File: src/rtl/serial_subtractor_if.sv
// Request/result bundle for the bit-serial subtractor.
// The master drives start and the operands; the slave returns status and the result.
interface serial_subtractor_if #(
    parameter int unsigned WIDTH = 8
) ();
    logic             start;
    logic [WIDTH-1:0] a;
    logic [WIDTH-1:0] b;
    logic             busy;
    logic             done;
    logic [WIDTH-1:0] diff;
    logic             borrow;
    logic             ovf;

    modport master (
        output start, a, b,
        input  busy, done, diff, borrow, ovf
    );

    modport slave (
        input  start, a, b,
        output busy, done, diff, borrow, ovf
    );
endinterface

File: src/rtl/serial_subtractor.sv
// Bit-serial two's-complement subtractor: diff = a - b, one bit per clock, LSB first.
// Operands are captured on start in IDLE; the result is held until the next completion.
module serial_subtractor #(
    parameter int unsigned WIDTH = 8
) (
    input  logic                 clk,
    input  logic                 rst,
    serial_subtractor_if.slave   bus
);
    localparam int unsigned CntW = $clog2(WIDTH + 1);

    typedef enum logic [1:0] {StIdle, StShift, StDone} state_e;

    state_e            r_state;
    logic [WIDTH-1:0]  r_a_sh;
    logic [WIDTH-1:0]  r_b_sh;
    logic [WIDTH-1:0]  r_r_sh;
    logic              r_br;
    logic [CntW-1:0]   r_cnt;
    logic [WIDTH-1:0]  r_diff;
    logic              r_borrow;
    logic              r_ovf;

    state_e            w_state_next;
    logic [WIDTH-1:0]  w_a_next;
    logic [WIDTH-1:0]  w_b_next;
    logic [WIDTH-1:0]  w_r_next;
    logic              w_br_next;
    logic [CntW-1:0]   w_cnt_next;
    logic [WIDTH-1:0]  w_diff_next;
    logic              w_borrow_next;
    logic              w_ovf_next;

    logic              w_d;
    logic              w_br;
    logic [WIDTH-1:0]  w_r_sh;

    // Full-subtractor cell on the current LSBs.
    assign w_d    = r_a_sh[0] ^ r_b_sh[0] ^ r_br;
    assign w_br   = (~r_a_sh[0] & r_b_sh[0]) | (~(r_a_sh[0] ^ r_b_sh[0]) & r_br);
    assign w_r_sh = (r_r_sh >> 1) | (WIDTH'(w_d) << (WIDTH - 1));

    always_comb begin
        w_state_next  = r_state;
        w_a_next      = r_a_sh;
        w_b_next      = r_b_sh;
        w_r_next      = r_r_sh;
        w_br_next     = r_br;
        w_cnt_next    = r_cnt;
        w_diff_next   = r_diff;
        w_borrow_next = r_borrow;
        w_ovf_next    = r_ovf;
        case (r_state)
            StIdle: begin
                if (bus.start) begin
                    w_a_next     = bus.a;
                    w_b_next     = bus.b;
                    w_br_next    = 1'b0;
                    w_cnt_next   = '0;
                    w_state_next = StShift;
                end
            end
            StShift: begin
                w_a_next   = r_a_sh >> 1;
                w_b_next   = r_b_sh >> 1;
                w_r_next   = w_r_sh;
                w_br_next  = w_br;
                w_cnt_next = r_cnt + CntW'(1);
                // On the MSB bit the shift LSBs hold the original operand sign bits.
                if (r_cnt == CntW'(WIDTH - 1)) begin
                    w_diff_next   = w_r_sh;
                    w_borrow_next = w_br;
                    w_ovf_next    = (r_a_sh[0] != r_b_sh[0]) && (w_d != r_a_sh[0]);
                    w_state_next  = StDone;
                end
            end
            StDone: begin
                w_state_next = StIdle;
            end
            default: begin
                w_state_next = StIdle;
            end
        endcase
    end

    always_ff @(posedge clk) begin
        if (rst) begin
            r_state  <= StIdle;
            r_a_sh   <= '0;
            r_b_sh   <= '0;
            r_r_sh   <= '0;
            r_br     <= 1'b0;
            r_cnt    <= '0;
            r_diff   <= '0;
            r_borrow <= 1'b0;
            r_ovf    <= 1'b0;
        end else begin
            r_state  <= w_state_next;
            r_a_sh   <= w_a_next;
            r_b_sh   <= w_b_next;
            r_r_sh   <= w_r_next;
            r_br     <= w_br_next;
            r_cnt    <= w_cnt_next;
            r_diff   <= w_diff_next;
            r_borrow <= w_borrow_next;
            r_ovf    <= w_ovf_next;
        end
    end

    assign bus.busy   = (r_state != StIdle);
    assign bus.done   = (r_state == StDone);
    assign bus.diff   = r_diff;
    assign bus.borrow = r_borrow;
    assign bus.ovf    = r_ovf;
endmodule
File: src/flat_wrapper.sv
// flat-port wrapper written by rule: the top's interface ports become plain ports
module serial_subtractor_flat 
#(
    parameter int unsigned WIDTH = 8
)
  (clk, rst, bus_start, bus_a, bus_b, bus_busy, bus_done, bus_diff, bus_borrow, bus_ovf);
  serial_subtractor_if #(.WIDTH(WIDTH)) bus_i ();
  input  logic clk;
  input  logic rst;
  input wire logic [$bits(bus_i.start)-1:0] bus_start;
  input wire logic [$bits(bus_i.a)-1:0] bus_a;
  input wire logic [$bits(bus_i.b)-1:0] bus_b;
  output wire logic [$bits(bus_i.busy)-1:0] bus_busy;
  output wire logic [$bits(bus_i.done)-1:0] bus_done;
  output wire logic [$bits(bus_i.diff)-1:0] bus_diff;
  output wire logic [$bits(bus_i.borrow)-1:0] bus_borrow;
  output wire logic [$bits(bus_i.ovf)-1:0] bus_ovf;
  assign bus_i.start = bus_start;
  assign bus_i.a = bus_a;
  assign bus_i.b = bus_b;
  assign bus_busy = bus_i.busy;
  assign bus_done = bus_i.done;
  assign bus_diff = bus_i.diff;
  assign bus_borrow = bus_i.borrow;
  assign bus_ovf = bus_i.ovf;
  serial_subtractor #(.WIDTH(WIDTH)) u_core (.clk(clk), .rst(rst), .bus(bus_i));
endmodule
File: config.mk
export PLATFORM = sky130hd
export DESIGN_NAME = serial_subtractor_flat
export DESIGN_NICKNAME = d
export VERILOG_FILES = /design/src/rtl/serial_subtractor_if.sv /design/src/rtl/serial_subtractor.sv /design/src/flat_wrapper.sv
export SDC_FILE = /design/constraint.sdc
export NUM_CORES = 1
export LEC_CHECK = 0
export ABC_AREA = 0
export CAP_MARGIN = 15
export CORE_MARGIN = 2
export CORE_UTILIZATION = 56
export CTS_CLUSTER_SIZE = 28
export DETAILED_ROUTE_END_ITERATION = 7
export PLACE_DENSITY = 0.84
export SYNTH_ARGS = -nofsm -noshare
export SYNTH_HDL_FRONTEND = slang
export SYNTH_SLANG_ARGS = --single-unit
File: constraint.sdc
create_clock -name clk -period 4.3 [get_ports clk]
set_input_delay 0.43 -clock clk [delete_from_list [all_inputs] [get_ports clk]]
set_output_delay 0.43 -clock clk [all_outputs]
set_load 0.01 [all_outputs]
==> results.yml <==
routing:
  wl_per_cell_um: 12.7
  avgViaCountPerCell: 5.50
  drtAntennaViolNets: 0
  first_iter_violations: 114
  drc_errors: 0
  dr_total_vias: 1529
  wl_um: 3520
  drtPass1Iterations: 4
clocking:
  cts_inserted_buffers: 5
  numClockSinks: 40
  cts_resized: 0
  cts_max_level: 2
  clk_transition_reported_paths_ps: 120
  postCtsSetupRepairBufs: 0
  cts_tree: "yes"
  ctsHoldBuffers: 0
  worst_skew_pair.late_latency_ps: 350
  cts_buffer_depth: 2
  clock-root-buffer: "clkbuf_4"
timing:
  maxSlewViolCount: 0
  finalSetupTns_ps: 0
  setup_viol: 0
  fin_skew_ps: 5.50
  min_period_over_period_pct: 54.8
  fmax_mhz: 425
  maxSlewHeadroom_pct: 54.1
  tightest_slew_ps: 687
  rsz0062_at_grt: "no"
  hold_viol: 0
  period_needed_ps: 2360
critical_path:
  path_class: "register to primary output"
  cpMaxStageDelayCell: "dfxtp_1"
  cp.required_ps: 3870
  cp-end-kind: "primary output"
  arrival_ps: 1930
  ff2ff_path_depth: 5
  cp-start-kind: "register"
  critPathMaxStageDelay_ps: 780
  crit_path_cell_trace: "nor2_1, inv_1, clkdlybuf4s50_1"
  worst-path-max-fanout: 21
final_layout:
  area_delta_synth_final_pct: 19.3
  nets: 255
  diodes: 0
  drive_gt1_share_pct: 7.69
synthesis:
  synthDominantCellAreaShare_pct: 44.7
  yosysUniqueCellTypes: 36
  synth_area_leaders: "dfxtp_1, a21oi_1, or3b_1"
  ys_async_sr_fraction_pct: 0
  syn_avg_cell_area_um2: 8.45
  mappedNetlistNets: 234
  synthCells: 212
  ys_ff_latch: 40
  ys_warn_count: 0
  synth_area_leader_cell: "dfxtp_1"
  synth_commonest_cells: "dfxtp_1, a21oi_1, nor2_1"
  ys_seq_area_share_pct: 44.7
  ys.flop_type: "dfxtp_1"
  synthMostInstantiatedCell: "dfxtp_1"
  synth_enable_flop_cells: 0
  synth.cell_area_um2: 1790
die:
  ios: 31
  core_area_um2: 3050
  die_w_um: 60.5
  die_height_um: 60.5
  fp-row-count: 20
  die_area_um2: 3670
  start_util_pct: 58.6
pwr:
  p_leak_nw: 0.765
  switchingPower_mw: 0.178
  worst_ir_drop_vdd_uv: 234
  internal_power_mw: 0.511
  swShare_pct: 25.8
  finalPower_mw: 0.689
  power_frac_clock_pct: 29.1
  power_frac_seq_pct: 57.5
  powerDensity_nw_per_um2: 323
  pwr-share-comb_pct: 13.4
global_routing:
  antenna_found_initial: 0
  grtUsageMet1_pct: 30.4
  grt_pass1_vias: 1294
  grt_usage_pct: 21.6
  grtUsageMet3_pct: 5.33
  grt_max_degree: 41
  top_usage_layer: "met2"
  grt-ovfl-total: 0
  grt_use_met2_pct: 30.7
  grt_pass1_wl_um: 5820
min_path:
  min_path_type: "register to register"
  hold_path_depth: 2
job:
  maxCapViolations: 0
placed_design:
  gp_congestion: 0.760
  portBuffers: 30
  dpl.hpwl_um: 2230
run_status:
  status: "finished clean"
cell families after synthesis:
kind of cell	after synthesis	share of synthesized area, %
buf+inv	20	5.24
flops	40	44.7
mux	1	0.559
fa+ha+maj	3	2.52
xor+xnor	1	0.489
compound gates	52	16.8
simple gates	95	29.6
power by group through the flow:
stage	Clock [mW]	Combinational [mW]	Sequential, mW
after floorplan	0	0.0669	0.402
after global placement	0	0.0915	0.404
after detailed placement	0	0.0925	0.404
after CTS	0.202	0.0932	0.396
after global routing	0.218	0.104	0.398
final	0.200	0.0926	0.396
area by class of cell:
| cell class | count | area, µm² |
|---|---|---|
| timing repair buffer | 32 | 315 |
| inverter | 2 | 7.51 |
| clock inverter | 2 | 10.0 |
| tap | 44 | 55.1 |
| clock buffer | 6 | 51.3 |
| fill | 258 | 917 |
| multi-input combinational | 152 | 896 |
| sequential | 40 | 801 |
critical path, delay by kind of cell (launching register included):
family,cells,cell delay [ps]
flip-flops,1,780
buffers and inverters,2,620
AND/OR/NAND/NOR,1,180
metrics by stage:
step	instances	hold WS, ps	util, %	setup WS (ps)	area, µm²
6_report	278	467	70.0	1940	2140
5_1_grt	278	485	70.0	1840	2140
4_1_cts	278	463	70.0	1950	2140
3_5_place_dp	270	447	68.0	2220	2070
3_3_place_gp	270	444	68.0	2250	2070
2_1_floorplan	212	437	-	2700	1790
layer usage:
layer / vias to the layer above / wire length (µm)
li1: 777 / -
met1: 712 / 1650
met2: 34 / 1610
met3: 6 / 186
met4: 0 / 70
met5: - / 0
sequential cells by signal, summed over array words and instances, names as in the netlist:
name / cells
u_core.bus.diff: 8
u_core.bus.borrow: 1
u_core.r_b_sh: 8
u_core.r_r_sh: 7
u_core.r_state: 2
u_core.r_br: 1
u_core.bus.ovf: 1
u_core.r_a_sh: 8
u_core.r_cnt: 4
worst paths after layout:
check                    start                to  slack, ps
max reg2reg   u_core.r_a_sh[0]    u_core.bus.ovf       2570
min reg2reg   u_core.r_r_sh[1]  u_core.r_r_sh[1]        470
max          u_core.r_state[1]          bus_busy       1940
min           u_core.r_r_sh[1]  u_core.r_r_sh[1]        470
cell usage in the layout (no fill, tap or decap):
| master | count |
|---|---|
| dfxtp_1 | 40 |
| a21oi_1 | 31 |
| clkdlybuf4s50_1 | 30 |
| nor2_1 | 20 |
| nand2_1 | 16 |
| nor3_1 | 14 |
| nand3_1 | 10 |
| or3b_1 | 9 |
| o21ai_0 | 9 |
| nand2b_1 | 8 |
| or2b_1 | 6 |
| or3b_2 | 5 |
| clkbuf_4 | 5 |
| a211oi_1 | 3 |
| inv_1 | 2 |
| a22oi_1 | 2 |
| a32oi_1 | 2 |
| ha_1 | 2 |
| clkinv_2 | 2 |
| buf_4 | 2 |
| nor2b_1 | 1 |
| o21ba_2 | 1 |
| and2b_1 | 1 |
| and3b_1 | 1 |
| nand2b_4 | 1 |
| nand3b_1 | 1 |
| a311oi_1 | 1 |
| o21bai_2 | 1 |
| or3_1 | 1 |
| a31oi_1 | 1 |
| xor2_1 | 1 |
| or4_1 | 1 |
| o32a_1 | 1 |
| mux2i_1 | 1 |
| fa_1 | 1 |
| clkbuf_8 | 1 |
Power figures use the tool's default switching activity.
